File: src/rtl/cube_scan_ctrl.sv
// Layer-multiplexed LED cube scanner: double-buffers incoming frames and serialises
// one 64-bit layer at a time into the external shift chain, latches it, then dwells.
module cube_scan_ctrl #(
  parameter int unsigned CLK_DIV = 4,
  parameter int unsigned DWELL   = 1000
) (
  input  logic         clk,
  input  logic         rst,
  input  logic         scan_en,
  input  logic [511:0] frame_cube_flat,
  input  logic         frame_valid,
  output logic         ser_data,
  output logic         ser_clk,
  output logic         ser_latch,
  output logic [7:0]   layer_en,
  output logic         frame_done,
  output logic         swap_pending,
  output logic [7:0]   drop_cnt
);

  localparam int unsigned FRAME_W    = 512;
  localparam int unsigned BIT_PERIOD = 2 * CLK_DIV;
  localparam int unsigned CNT_MAX    = (BIT_PERIOD > DWELL) ? BIT_PERIOD : DWELL;
  localparam int unsigned CNT_W      = $clog2(CNT_MAX + 1);

  typedef enum logic [1:0] {
    ST_IDLE  = 2'd0,
    ST_SHIFT = 2'd1,
    ST_LATCH = 2'd2,
    ST_DWELL = 2'd3
  } state_e;

  state_e             state_q, state_d;
  logic [2:0]         layer_q, layer_d;
  logic [5:0]         bit_q, bit_d;
  logic [CNT_W-1:0]   cnt_q, cnt_d;
  logic [FRAME_W-1:0] active_q, active_d;
  logic [FRAME_W-1:0] shadow_q, shadow_d;
  logic               swap_pending_q, swap_pending_d;
  logic [7:0]         drop_cnt_q, drop_cnt_d;
  logic               ser_data_q, ser_data_d;
  logic               ser_clk_q, ser_clk_d;
  logic               ser_latch_q, ser_latch_d;
  logic [7:0]         layer_en_q, layer_en_d;
  logic               frame_done_q, frame_done_d;
  logic               swap_c;

  // Sequencer: phase counter, bit index and layer index advance per state.
  always_comb begin
    state_d = state_q;
    layer_d = layer_q;
    bit_d   = bit_q;
    cnt_d   = cnt_q;
    swap_c  = 1'b0;
    case (state_q)
      ST_IDLE: begin
        if (scan_en) begin
          state_d = ST_SHIFT;
          layer_d = 3'd0;
          bit_d   = 6'd0;
          cnt_d   = '0;
          swap_c  = swap_pending_q;
        end
      end
      ST_SHIFT: begin
        if (cnt_q == CNT_W'(BIT_PERIOD - 1)) begin
          cnt_d = '0;
          if (bit_q == 6'd63) begin
            state_d = ST_LATCH;
            bit_d   = 6'd0;
          end else begin
            bit_d = bit_q + 6'd1;
          end
        end else begin
          cnt_d = cnt_q + CNT_W'(1);
        end
      end
      ST_LATCH: begin
        if (cnt_q == CNT_W'(CLK_DIV - 1)) begin
          state_d = ST_DWELL;
          cnt_d   = '0;
        end else begin
          cnt_d = cnt_q + CNT_W'(1);
        end
      end
      ST_DWELL: begin
        if (cnt_q == CNT_W'(DWELL - 1)) begin
          cnt_d = '0;
          bit_d = 6'd0;
          if (layer_q == 3'd7) begin
            swap_c  = swap_pending_q;
            layer_d = 3'd0;
            state_d = scan_en ? ST_SHIFT : ST_IDLE;
          end else if (scan_en) begin
            layer_d = layer_q + 3'd1;
            state_d = ST_SHIFT;
          end else begin
            layer_d = 3'd0;
            state_d = ST_IDLE;
          end
        end else begin
          cnt_d = cnt_q + CNT_W'(1);
        end
      end
      default: state_d = ST_IDLE;
    endcase
  end

  // Double buffer: a swap always takes the pre-edge shadow, even if a new frame lands now.
  always_comb begin
    shadow_d       = frame_valid ? frame_cube_flat : shadow_q;
    active_d       = swap_c ? shadow_q : active_q;
    swap_pending_d = frame_valid | (swap_pending_q & ~swap_c);
    drop_cnt_d     = drop_cnt_q;
    if (frame_valid && swap_pending_q && !swap_c && (drop_cnt_q != 8'hFF)) begin
      drop_cnt_d = drop_cnt_q + 8'd1;
    end
  end

  // Outputs decoded from next state so they align with the registered state.
  // Stream bit b of layer L is flat bit L*64 + 63 - b, i.e. {L, ~b}.
  always_comb begin
    ser_data_d   = (state_d == ST_SHIFT) && active_d[{layer_d, ~bit_d}];
    ser_clk_d    = (state_d == ST_SHIFT) && (cnt_d >= CNT_W'(CLK_DIV));
    ser_latch_d  = (state_d == ST_LATCH);
    layer_en_d   = (state_d == ST_DWELL) ? (8'd1 << layer_d) : 8'd0;
    frame_done_d = (state_d == ST_DWELL) && (layer_d == 3'd7) &&
                   (cnt_d == CNT_W'(DWELL - 1));
  end

  always_ff @(posedge clk) begin
    if (rst) begin
      state_q        <= ST_IDLE;
      layer_q        <= 3'd0;
      bit_q          <= 6'd0;
      cnt_q          <= '0;
      active_q       <= '0;
      shadow_q       <= '0;
      swap_pending_q <= 1'b0;
      drop_cnt_q     <= 8'd0;
      ser_data_q     <= 1'b0;
      ser_clk_q      <= 1'b0;
      ser_latch_q    <= 1'b0;
      layer_en_q     <= 8'd0;
      frame_done_q   <= 1'b0;
    end else begin
      state_q        <= state_d;
      layer_q        <= layer_d;
      bit_q          <= bit_d;
      cnt_q          <= cnt_d;
      active_q       <= active_d;
      shadow_q       <= shadow_d;
      swap_pending_q <= swap_pending_d;
      drop_cnt_q     <= drop_cnt_d;
      ser_data_q     <= ser_data_d;
      ser_clk_q      <= ser_clk_d;
      ser_latch_q    <= ser_latch_d;
      layer_en_q     <= layer_en_d;
      frame_done_q   <= frame_done_d;
    end
  end

  assign ser_data     = ser_data_q;
  assign ser_clk      = ser_clk_q;
  assign ser_latch    = ser_latch_q;
  assign layer_en     = layer_en_q;
  assign frame_done   = frame_done_q;
  assign swap_pending = swap_pending_q;
  assign drop_cnt     = drop_cnt_q;

endmodule

File: config.mk
export PLATFORM = sky130hd
export DESIGN_NAME = cube_scan_ctrl
export DESIGN_NICKNAME = d
export VERILOG_FILES = /design/src/rtl/cube_scan_ctrl.sv
export SDC_FILE = /design/constraint.sdc
export NUM_CORES = 2
export LEC_CHECK = 0
export BUFFER_PORTS_ARGS = -buffer_cell sky130_fd_sc_hd__buf_2
export CAP_MARGIN = 20
export CORE_MARGIN = 3
export CORE_UTILIZATION = 45
export DETAILED_ROUTE_END_ITERATION = 8
export PLACE_DENSITY = 0.64
export SYNTH_ARGS = -nofsm -noshare
export SYNTH_HDL_FRONTEND = slang
export SYNTH_SLANG_ARGS = --single-unit
File: constraint.sdc
create_clock -name clk -period 8.4 [get_ports clk]
set_input_delay 1.26 -clock clk [delete_from_list [all_inputs] [get_ports clk]]
set_output_delay 1.26 -clock clk [all_outputs]
set_load 0.02 [all_outputs]
== After elaboration in Yosys (flattened, before gate mapping) ==
Index checks and enable logic that the tools add are counted.
Storage, ports and cells
  register bits after elaboration: 1066
  bits in latches: 0
  bits in writable memories: 0
  bits in read-only memories: 0
  bits of input ports: 516
  output and inout port bits: 21
  logic and storage cells: 78
  memories kept: 0
Cells by class
  $add $sub $neg: 4
  multiply operators: 0
  divide/modulo/power cells: 0
  order comparisons: 2
  eq/ne operators: 14
  shift-type cells: 1
  multiplexer cells: 29
  bitwise operators: 5
  reduce and logical (&&, ||, !) cells: 10
Operators with widths (count)
  2-to-1 mux 512 bit: 1
  2-to-1 mux 10 bit: 4
  case mux 10 bit (4 select lines): 1
  2-to-1 mux 6 bit: 4
  == test 10 bit (second input constant): 2
  case mux 6 bit (3 select lines): 1
  2-to-1 mux 3 bit: 4
  adder 10 x 1 -> 10 bit (second input constant): 1
  == test 10 x 2 -> 1 bit (second input constant): 1
  == test 10 x 3 -> 1 bit (second input constant): 1
  >= comparator 10 x 3 -> 1 bit (second input constant): 1
  less-than comparator 9 x 10 -> 1 bit (second input constant): 1
  2-to-1 mux 2 bit: 5
  binary-select mux 1 bit (select 9 bit): 1
  adder 8 x 1 -> 8 bit (second input constant): 1
  == test 2 bit (second input constant): 4
  inequality test 8 bit (second input constant): 1
  case mux 2 bit (4 select lines): 1
  left shift 1 x 3 -> 8 bit (first input constant): 1
  logical AND 1 bit: 7
  adder 6 x 1 -> 6 bit (second input constant): 1
  == test 3 bit (second input constant): 2
  == test 6 bit (second input constant): 1
  inverter 6 bit: 1
  other kinds (11): 17

== Logic depth before layout (Yosys ltp) ==
  depth after elaboration: 8
  depth in mapped cells: 20
  gate-level depth less buffers: 13

== Worst setup path after synthesis ==
Ideal clock, no wire load.
  kind: input-to-reg
  start point: input scan_en
  end point: register ser_data_q, in the netlist ser_data
  setup time: 0.075 ns
  data arrival time: 3.968 ns
  data required time: 8.325 ns
  setup slack: 4.358 ns
  stages: 14
  buffers on the path: 6
  cells stage by stage: and3_1 clkbuf_1 nor2_1 clkbuf_1 buf_2 buf_1 buf_1 clkbuf_1 o2111ai_1 o211ai_1 a211oi_1 a2111oi_0 o211ai_1 o22ai_1
On the way
  word-level cells in the longest chain between the ends: 7
  elaborated cells between the ends (all ways): 19
RTL lines
  start: declaration: RTL line 9  | input logic scan_en,
  2-to-1 mux 3 bit: RTL line 94  | end else if (scan_en) begin
  2-to-1 mux 3 bit: RTL line 90  | if (layer_q == 3'd7) begin
  2-to-1 mux 3 bit: RTL line 87  | if (cnt_q == CNT_W'(DWELL - 1)) begin
  case mux 3 bit (2 select lines): RTL line 55  | case (state_q)
  binary-select mux 1 bit (select 9 bit): RTL line 123  | ser_data_d = (state_d == ST_SHIFT) && active_d[{layer_d, ~bit_d}];
  2-to-1 mux 1 bit (implied by the code): RTL line 123
  logical AND 1 bit *: RTL line 123
  end signal: assignment: RTL line 155  | ser_data_q <= ser_data_d;
  end: declaration: RTL line 41  | logic ser_data_q, ser_data_d;
Mark *: on every way between the ends. The rest lies on a longest branch, timed or not. The select of a mux whose other input is x is not followed.
A chain may end at the register's enable or synchronous reset.

== Worst setup path after layout ==
  start point: register state_q[1]
  end point: register ser_data_q, in the netlist ser_data
On the way
  word-level cells in the longest chain between the ends: 6
  elaborated cells between the ends (all ways): 19
RTL lines
  start: declaration: RTL line 33  | state_e state_q, state_d;
  start signal: assignment: RTL line 147  | state_q <= state_d;
  == test 2 bit, or another cell as far along: RTL line 55
  case mux 1 bit (2 select lines) or case mux 6 bit (3 select lines) (tied branches): RTL line 55
  2-to-1 mux 512 bit or inverter 6 bit (tied branches): RTL line 112, 123
  binary-select mux 1 bit (select 9 bit): RTL line 123
  2-to-1 mux 1 bit (implied by the code): RTL line 123
  logical AND 1 bit *: RTL line 123
Marks and branches as above.

==> impl_metrics.env <==
export IMPL_status="finished, final reports clean"
export IMPL_htree_levels=3
export IMPL_avgSynthCellArea_um2=8.23
export IMPL_dpl_cell_count=7112
export IMPL_drc=0
export IMPL_drtAntennaViolNets=0
export IMPL_finalCriticalPeriod_ns=5.60
export IMPL_critical_path_cell_chain="inv_1 > ha_1 > nand2b_1 > a21oi_1 > a31oi_4 > nand2_4 > nand2_1 > a211oi_1 > a2111oi_0 > a31o_1 > or4_1 > or4_1 > o22ai_1"
export IMPL_layout_common_cells="1188 x nand2_1, 1066 x dfxtp_1, 717 x a21oi_1"
export IMPL_vias=42400
export IMPL_end_kind="flop"
export IMPL_cp_slowest_stage_delay_ns=0.77
export IMPL_first_iter_violations=4765
export IMPL_grtUsageMet3_pct=6.65
export IMPL_numCtsBuffers=111
export IMPL_finalHoldViolCount=0
export IMPL_grt_max_degree=209
export IMPL_dr_pass1_iters=6
export IMPL_fp_dieW_um=327
export IMPL_crit_path_start_kind="flop"
export IMPL_synthToLayoutAreaGrowth_pct=15.0
export IMPL_setup_slack_ns=2.80
export IMPL_ys_types=89
export IMPL_core_mm2=0.102
export IMPL_cts_tree="yes"
export IMPL_crit_buf_inv=1
export IMPL_viasPerCell=5.78
export IMPL_pin_count=537
export IMPL_overflow=0
export IMPL_drv_cap=0
export IMPL_critPathArrivalTime_ns=6.24
export IMPL_clock_root_buffer="clkbuf_16"
export IMPL_whs_ns=0.447
export IMPL_track_usage_pct=29.2
export IMPL_drive_gt1_share_pct=14.1
export IMPL_syn_nets=6152
export IMPL_max_slew_margin_rel_pct=21.0
export IMPL_crit_slowest_cell="nand2_1"
export IMPL_clkTransAtPathRegs_ns=0.06
export IMPL_grt_use_met1_pct=38.7
export IMPL_slew_violations=0
export IMPL_ys_seq_area_share_pct=46.1
export IMPL_io_buffers=536
export IMPL_fin_setup_tns_ns=0
export IMPL_crit_top_cell="or4_1"
export IMPL_initial_utilization_pct=45.4
export IMPL_cp_data_required_time_ns=9.04
export IMPL_setup_viol=0
export IMPL_hp_class="flop to flop"
export IMPL_dieArea_mm2=0.107
export IMPL_post_cts_buffers=0
export IMPL_finalNonFillerCells=7330
export IMPL_synthFlopType="dfxtp_1"
export IMPL_antenna_found_initial=14
export IMPL_grt_busiest_layer="met2"
export IMPL_power_density_mw_per_mm2=236
export IMPL_place_congestion=0.917
export IMPL_clockBufferDepth=3
export IMPL_clkSinkCount=1066
export IMPL_peakVddDrop_mv=0.160
export IMPL_worst_pin_slew_ns=1.18
export IMPL_yosysWarnings=0
export IMPL_final_common_cell="nand2_1"
export IMPL_synthCells=5627
export IMPL_dpl_hpwl_um=109000
export IMPL_clock_latency_ns=0.72
export IMPL_p_leak_nw=21.0
export IMPL_path_max_fanout=39
export IMPL_cts_resized_gates=0
export IMPL_met2_usage_pct=45.1
export IMPL_dp_slack_ns=2.53
export IMPL_wl_per_cell_um=22.4
export IMPL_wl_um=164000
export IMPL_synth_edf_count=0
export IMPL_criticalPathCategory="flop to flop"
export IMPL_placementRows=117
export IMPL_die_y_um=327
export IMPL_ys_seq_elements=1066
export IMPL_fmax_mhz=179
export IMPL_min_period_over_period_pct=66.7
export IMPL_grt_pass1_vias=38700
export IMPL_rsz0062_at_grt="no"
export IMPL_synthArstFlopShare_pct=0
export IMPL_finClkSkew_ns=0.0397
export IMPL_cts_hold_buf=0
export IMPL_final_nets=6383
export IMPL_grt_pass1_wl_um=242000
export IMPL_cp_top_family="simple AND/OR/NAND/NOR gates"
export IMPL_synth_area_mm2=0.0463
report_power, final:
part	internal [mW]	leakage, nW	switching [mW]
Sequential	5.32	8.70	0.214
Clock	3.06	1.91	2.13
Combinational	0.593	10.4	1.25
Total	8.97	21.0	3.60
sequential cells by signal (all words and copies together), names as in the netlist:
register / flops
ser_latch: 1
drop_cnt: 8
layer_en: 8
ser_data: 1
layer_q: 3
swap_pending: 1
bit_q: 6
shadow_q: 512
frame_done: 1
cnt_q: 10
state_q: 2
active_q: 512
ser_clk: 1
cell type report:
cell class	instances	area [µm²]
well taps	1368	1710
inverters	9	33.8
diodes	10	25.0
flip-flops and latches	1066	21300
repair buffers	589	3240
clock inverters	44	552
fillers	9731	48600
clock buffers	163	3340
multi-input cells	4081	23000
Yosys cell counts, drive strengths merged, types with 5 or more instances:
master / n / share of area, %
nor2: 610 / 5.0
and2: 7 / 0.095
and3: 65 / 0.88
o311ai: 5 / 0.095
o2111ai: 5 / 0.095
mux2: 12 / 0.29
a31o: 12 / 0.25
o31ai: 6 / 0.13
nor3: 49 / 0.55
a2111oi: 19 / 0.36
a32o: 16 / 0.35
a22o: 8 / 0.15
nand2: 1192 / 9.7
nor2b: 5 / 0.068
nand2b: 5 / 0.068
a31oi: 65 / 0.96
o21ai: 170 / 1.9
a221o: 5 / 0.11
nor4: 15 / 0.24
ha: 9 / 0.24
o221ai: 7 / 0.13
nand4: 22 / 0.30
a311oi: 20 / 0.38
o22ai: 21 / 0.28
o21a: 7 / 0.11
dfxtp: 1066 / 46
mux2i: 591 / 13
nand3: 153 / 1.7
buf: 188 / 2.2
a21oi: 721 / 7.8
or3: 18 / 0.24
o211ai: 13 / 0.21
clkbuf: 283 / 2.3
a221oi: 9 / 0.17
a41oi: 7 / 0.13
a22oi: 39 / 0.63
inv: 9 / 0.073
a211oi: 85 / 1.4
or4: 7 / 0.12
a32oi: 13 / 0.25
kinds of logic (layout without fill, tap and decap cells):
kind of cell	after synthesis	count (layout)	synth area share, %
XOR/XNOR	7	7	0.132
AND/OR/NAND/NOR	2170	2170	19.3
adder cells (fa/ha/maj)	9	9	0.243
multiplexers	604	604	13.1
other	0	10	0
flip-flops	1066	1066	46.1
AO/OA/AOI/OAI	1291	1291	16.6
buffers and inverters	480	805	4.54
worst paths after layout:
check / cells after the start / slack, ns / to / start
min reg2reg: 2 / 0.45 / active_q[149] / active_q[149]
min: 2 / 0.45 / active_q[149] / active_q[149]
max reg2reg: 13 / 2.80 / ser_data / state_q[1]
max: 13 / 2.80 / ser_data / state_q[1]
metal layers:
metal / vias to the layer above / routed length, µm
li1: 20000 / -
met1: 20100 / 66900
met2: 1860 / 72900
met3: 411 / 15500
met4: 10 / 8730
met5: - / 55
metrics by stage:
| step | instance area (µm²) | total power, mW | utilization, % |
|---|---|---|---|
| 2_1_floorplan | 46300 | 6.79 | - |
| 3_3_place_gp | 49300 | 7.43 | 48.4 |
| 3_5_place_dp | 49300 | 7.44 | 48.4 |
| 4_1_cts | 53200 | 12.6 | 52.2 |
| 5_1_grt | 53200 | 13.0 | 52.2 |
| 6_report | 53200 | 12.6 | 52.3 |
worst reg2reg max path, stage by stage (launching register included):
cell       delay (ns)
dfxtp_1          0.35
inv_1            0.11
ha_1             0.44
nand2b_1         0.21
a21oi_1          0.60
a31oi_4          0.26
nand2_4          0.66
nand2_1          0.80
a211oi_1         0.41
a2111oi_0        0.15
a31o_1           0.29
or4_1            0.49
or4_1            0.61
o22ai_1          0.19
Note: power is estimated with default switching activity, not from simulation.
